$ cat src/rtl/lsu_mem_master.sv
`default_nettype none
// ============================================================================
// Module      : lsu_mem_master
// Description : MEM-stage load/store unit that turns one decoded memory
//               instruction into a single request/response transaction on
//               the data-memory channel. It forms byte enables and store-lane
//               data, formats load results with sign or zero extension,
//               freezes the pipeline while the access is in flight, and
//               reports a bus timeout.
//               Optional feature macro: LSU_MISALIGN_EXC_EN. When it is
//               defined, misaligned halfword and word accesses are trapped
//               without touching the bus. When it is undefined, exc_misalign
//               is tied low and the low address bits are ignored.
// Ports       : clk, rst_n                     clock, async active-low reset
//               req_valid, op, addr, wdata     MEM-stage instruction
//               stall, done, rdata             pipeline control / result
//               exc_misalign, exc_bus          exceptions (valid with done)
//               mem_req/we/be/addr/wdata       request channel
//               mem_gnt, mem_rvalid, mem_rdata response channel
// Revision    : 1.0  initial release
// ============================================================================
module lsu_mem_master #(
    parameter int MAX_WAIT = 15
) (
    input  logic        clk,
    input  logic        rst_n,
    input  logic        req_valid,
    input  logic [5:0]  op,
    input  logic [31:0] addr,
    input  logic [31:0] wdata,
    output logic        stall,
    output logic        done,
    output logic [31:0] rdata,
    output logic        exc_misalign,
    output logic        exc_bus,
    output logic        mem_req,
    output logic        mem_we,
    output logic [3:0]  mem_be,
    output logic [31:0] mem_addr,
    output logic [31:0] mem_wdata,
    input  logic        mem_gnt,
    input  logic        mem_rvalid,
    input  logic [31:0] mem_rdata
);

    typedef enum logic [1:0] {
        IDLE = 2'd0,
        REQ  = 2'd1,
        WAIT = 2'd2,
        RESP = 2'd3
    } state_t;

    // The counter value seen in the last REQ/WAIT cycle before the timeout.
    localparam logic [7:0] CNT_LAST = 8'(MAX_WAIT - 1);

    state_t      state, next_state;
    logic [3:0]  op_q;        // op[3]=store, op[2]=unsigned, op[1:0]=size
    logic [31:0] addr_q;
    logic [31:0] wdata_q;
    logic [7:0]  cnt;
    logic        bus_q;
    logic        is_mem_op;
    logic        start;
    logic        misalign_in;
    logic        timeout;
    logic [31:0] load_fmt;
    logic [7:0]  byte_lane;
    logic [15:0] half_lane;

    // Only the eight listed opcodes are memory operations.
    always_comb begin
        case (op)
            6'b100000, 6'b100100, 6'b100001, 6'b100101,
            6'b100011, 6'b101000, 6'b101001, 6'b101011: is_mem_op = 1'b1;
            default:                                    is_mem_op = 1'b0;
        endcase
    end

    assign start   = (state == IDLE) && req_valid && is_mem_op;
    assign timeout = (cnt == CNT_LAST);

`ifdef LSU_MISALIGN_EXC_EN
    logic mis_q;
    // op[1:0]: 01 = halfword, 11 = word; bytes are never misaligned.
    assign misalign_in  = ((op[1:0] == 2'b01) && addr[0]) ||
                          ((op[1:0] == 2'b11) && (addr[1:0] != 2'b00));
    assign exc_misalign = done & mis_q;
`else
    assign misalign_in  = 1'b0;
    assign exc_misalign = 1'b0;
`endif

    assign exc_bus = done & bus_q;

    // State register.
    always_ff @(posedge clk or negedge rst_n) begin
        if (!rst_n) begin
            state <= IDLE;
        end else begin
            state <= next_state;
        end
    end

    // Next state and handshake outputs.
    always_comb begin
        next_state = state;
        stall      = 1'b0;
        done       = 1'b0;
        mem_req    = 1'b0;
        case (state)
            IDLE: begin
                if (start) begin
                    stall      = 1'b1;
                    next_state = misalign_in ? RESP : REQ;
                end
            end
            REQ: begin
                stall   = 1'b1;
                mem_req = 1'b1;
                if (timeout) begin
                    next_state = RESP;
                end else if (mem_gnt) begin
                    next_state = WAIT;
                end
            end
            WAIT: begin
                stall = 1'b1;
                // A response arriving on the last allowed cycle still wins.
                if (mem_rvalid || timeout) begin
                    next_state = RESP;
                end
            end
            RESP: begin
                done       = 1'b1;
                next_state = IDLE;
            end
            default: next_state = IDLE;
        endcase
    end

    // Load lane selection and extension.
    always_comb begin
        case (addr_q[1:0])
            2'd0:    byte_lane = mem_rdata[7:0];
            2'd1:    byte_lane = mem_rdata[15:8];
            2'd2:    byte_lane = mem_rdata[23:16];
            default: byte_lane = mem_rdata[31:24];
        endcase
        half_lane = addr_q[1] ? mem_rdata[31:16] : mem_rdata[15:0];
        case (op_q[1:0])
            2'b00:   load_fmt = {{24{byte_lane[7] & ~op_q[2]}}, byte_lane};
            2'b01:   load_fmt = {{16{half_lane[15] & ~op_q[2]}}, half_lane};
            default: load_fmt = mem_rdata;
        endcase
    end

    // Latched access fields, timeout counter, result and flags.
    always_ff @(posedge clk or negedge rst_n) begin
        if (!rst_n) begin
            op_q    <= 4'd0;
            addr_q  <= 32'd0;
            wdata_q <= 32'd0;
            cnt     <= 8'd0;
            bus_q   <= 1'b0;
            rdata   <= 32'd0;
`ifdef LSU_MISALIGN_EXC_EN
            mis_q   <= 1'b0;
`endif
        end else begin
            // REQ is only entered from IDLE, so clearing in IDLE clears on entry.
            if (state == IDLE) begin
                cnt <= 8'd0;
            end else if ((state == REQ) || (state == WAIT)) begin
                cnt <= cnt + 8'd1;
            end

            if (start) begin
                op_q    <= op[3:0];
                addr_q  <= addr;
                wdata_q <= wdata;
                bus_q   <= 1'b0;
`ifdef LSU_MISALIGN_EXC_EN
                mis_q   <= misalign_in;
`endif
                if (misalign_in) begin
                    rdata <= 32'd0;
                end
            end

            if ((state == WAIT) && mem_rvalid) begin
                rdata <= op_q[3] ? 32'd0 : load_fmt;
            end else if (((state == REQ) || (state == WAIT)) && timeout) begin
                bus_q <= 1'b1;
                rdata <= 32'd0;
            end
        end
    end

    // Request channel: driven only while a request is outstanding.
    always_comb begin
        mem_addr  = 32'd0;
        mem_we    = 1'b0;
        mem_be    = 4'b0000;
        mem_wdata = 32'd0;
        if (mem_req) begin
            mem_addr = {addr_q[31:2], 2'b00};
            mem_we   = op_q[3];
            mem_be   = 4'b1111;
            if (op_q[3]) begin
                case (op_q[1:0])
                    2'b00: begin
                        mem_be    = 4'b0001 << addr_q[1:0];
                        mem_wdata = {4{wdata_q[7:0]}};
                    end
                    2'b01: begin
                        mem_be    = addr_q[1] ? 4'b1100 : 4'b0011;
                        mem_wdata = {2{wdata_q[15:0]}};
                    end
                    default: mem_wdata = wdata_q;
                endcase
            end
        end
    end

endmodule
`default_nettype wire
$ cat config.mk
export PLATFORM = sky130hd
export DESIGN_NAME = lsu_mem_master
export DESIGN_NICKNAME = d
export VERILOG_FILES = /design/src/rtl/lsu_mem_master.sv
export SDC_FILE = /design/constraint.sdc
export NUM_CORES = 1
export LEC_CHECK = 0
export CORE_ASPECT_RATIO = 1.75
export CORE_UTILIZATION = 44
export CTS_CLUSTER_DIAMETER = 200
export DETAILED_ROUTE_END_ITERATION = 16
export PLACE_DENSITY = 0.88
export SETUP_SLACK_MARGIN = 0.2
export SYNTH_ARGS = -nofsm -noshare
export SYNTH_HDL_FRONTEND = slang
export SYNTH_SLANG_ARGS = --single-unit
$ cat constraint.sdc
create_clock -name clk -period 2.2 [get_ports clk]
set_clock_uncertainty 0.05 [all_clocks]
set_input_delay 0.33 -clock clk [delete_from_list [all_inputs] [get_ports clk]]
set_output_delay 0.33 -clock clk [all_outputs]
set_load 0.02 [all_outputs]
==> results.txt <==
Fraction of layout cells with a size suffix above 1 - 38.8%
Post-synth top cells - dfrtp_1 (111), mux2_2 (65), nand2_1 (39), a21oi_1 (38), nor2_1 (35)
Largest net degree at the start of global routing - 51
Final Non-Filler Cells - 969
Max-Cap Viols - 0
VDD IR-drop max - 0.000674 V
CP max FO - 6
Placed cells - 908
Synth area leader - dfrtp_1
Num CTS Buffers - 9
CP peak stage delay - 0.42 ns
Post-synth top area share - 48.1%
Arrival time worst endpoint - 2.48 ns
Wire per inst - 22.5 microns
Post-synthesis cell type count - 47
Design area - 9830 sq um
Die width - 88.6 microns
Setup WS post-layout - -0.0933 ns
Top FF cell, synth - dfrtp_1
WHS - 0.379 ns
Nets - 905
Cell area after synthesis - 5780 sq um
Dpl cell area - 8190 sq um
Syn Area/Cell - 10.8 sq um
Synth Warn # - 0
Post-Synth Simple-Gate Area - 15.5%
GPL Wtd Cong - 0.846
Critical Path Slowest Stage Cell - dfrtp_1
Initial antenna violation count - 2
Dominant cell by count in the synthesized netlist - dfrtp_1
Largest family of logic cells by synthesized area - multiplexers
Pwr Total - 12.1 mW
Sequential area share after synthesis - 48.1%
Unrepaired setup endpoints after global routing - true
DRC errors left - 0
# IOs - 213
Worst setup EP type - register
Final Max Slew Viols - 0
Die height - 154 microns
Post-synth EDFFs - 0
Multi-input logic area - 3310 sq um
CP startpoint kind - register
Root Driver - clkbuf_16
Critical path type - reg -> reg
CTS tree - yes
GR Util All Layers - 29.2%
Pre-antenna DRT Iters - 5
Post-Synth XOR/XNOR Area - 0.303%
Via count - 5471
Status - complete, but fails checks
Ys async rst share - 100%
IO buf count - 209
Initial Util - 44.9%
Compound-Gate Fraction of Synth Area - 11.2%
DP HPWL - 12900 microns
Mux cell area share after synthesis - 18.2%
Longest Clk Path Bufs - 2
Skew-Pair Late Insertion Delay - 0.35 ns
Max Fclk - 436 MHz
Vias in the first global route - 5647
Pwr Density - 1230 nW/um^2
Grt total ovfl - 0
Ranking of synthesized cells by area - dfrtp_1 (48%), mux2_2 (13%), mux2i_1 (4.3%)
Synth Area in Adders - 1.52%
Min Tclk post-route - 2.29 ns
Antenna violation net count after detailed routing - 0
WL final - 21800 microns
Seq. cell area - 2780 sq um
CP cell instances - inv_2, ha_4, a21bo_4, a211oi_4, buf_4, buf_12, buf_8, buf_12, buf_16, mux2_2
Clock sinks - 111
Die area - 13600 sq um
Setup TNS - -0.816 ns
H-tree depth - 3
Violations in the final reports - negative setup slack
P&R area growth vs syn - 70.2%
# setup viols final - 23
Reg clk slew, reported paths - 0.08 ns
First-pass GRT wire length - 29500 microns
Floorplan core area - 12900 sq um
DR iter-0 viols - 326
Yosys reg bits - 111
Worst hold path type - in -> async
CP most frequent cell - buf_12
Vias/cell - 5.65
LEAKAGE - 4.37 nW
Num rows - 55
Final Hold Fails - 0
Layout filler cell count - 756
CP required - 2.39 ns
Period utilisation layout - 104%
Syn Inst Count - 534
## sequential cells by signal (all words and copies together) (netlist names)
name / count
addr_q: 32
rdata: 32
wdata_q: 32
cnt: 8
op_q: 4
state: 2
bus_q: 1
## stage by stage
| stage | setup slack, ns | util, % |
|---|---|---|
| after detailed placement | -0.425 | 63.6 |
| final | -0.0933 | 76.4 |
| after floorplan | 0.0830 | - |
| after global routing | -0.104 | 76.4 |
| after global placement | -0.335 | 63.6 |
| after CTS | 0.00747 | 70.3 |
## layer usage
| metal | up-vias | share of wire [%] | GRT usage [%] | wire length, microns |
|---|---|---|---|---|
| met2 | 281 | 55 | 53.5 | 12000 |
| met1 | 2734 | 34 | 29.4 | 7380 |
| met4 | 0 | 5.7 | 17.4 | 1250 |
| met5 | - | 0 | 0 | 0 |
| li1 | 2382 | - | - | - |
| met3 | 74 | 5.3 | 5.21 | 1150 |
## final cells by class
| type | count | share of cell area, % |
|---|---|---|
| inverters | 15 | 0.649 |
| flip-flops and latches | 111 | 28.3 |
| repair buffers | 284 | 32.1 |
| clock buffers | 9 | 2.29 |
| well taps | 171 | 2.18 |
| clock inverters | 7 | 0.764 |
| diodes | 2 | 0.0509 |
| multi-input cells | 370 | 33.7 |
## cells by family (layout without fill, tap and decap cells)
group                      Yosys count  after routing
other                                1              5
muxes                               96             96
adders and majority gates            7              7
and+or+nand+nor                    172            172
AOI/OAI and AO/OA                   90             90
buffers and inverters               55            315
xor gates and xnor gates             2              2
DFF                                111            111
## power breakdown
part / internal, mW / switching, mW / leakage (nW)
Sequential: 2.94 / 0.841 / 1.40
Combinational: 3.42 / 3.26 / 2.83
Clock: 0.809 / 0.850 / 0.148
Total: 7.17 / 4.95 / 4.37
## critical path: cells and delay by family, from the launching register on
family                   cells  cell delay [ns]
AO/OA/AOI/OAI                2             0.47
flip-flops                   1             0.42
buffers and inverters        6             0.75
adder cells (fa/ha/maj)      1             0.14
multiplexers                 1             0.34
## what timing repair did
action                                 4_1_cts  5_1_grt
endpoints found under the hold margin       24        0
gates cloned                                10        3
pin swaps                                    4       23
setup buffers                               11       18
hold buffers                                 1        0
setup endpoints to repair                  156      158
gates resized for setup                    391      167
## final timing paths
path / to / slack (ns) / cells past startpoint / startpoint
worst max-delay path: wdata_q[18] / -0.09 / 10 / state[1]
worst min-delay path: wdata_q[17] / 0.38 / 2 / rst_n
worst max register to register: wdata_q[18] / -0.09 / 10 / state[1]
worst min register to register: rdata[7] / 0.45 / 1 / rdata[7]
max in group asynchronous: op_q[0] / 1.10 / 3 / rst_n
min in group clk: rdata[7] / 0.45 / 1 / rdata[7]
## layout by cell type (no fill, tap or decap), drive strengths merged, types with 3 or more instances in the layout
master	instances
conb	3
nand2	39
ha	7
nand3b	3
mux2i	25
a221o	23
nand3	18
o21ai	13
a21oi	38
and3	9
dfrtp	111
clkinv	4
nand2b	3
nor3	6
nor2b	9
or3	3
buf	132
inv	18
nor2	35
clkdlybuf4s15	7
and2	33
clkdlybuf4s50	137
mux2	71
clkbuf	14
or2	8
Note: power is estimated with default switching activity, not from simulation.
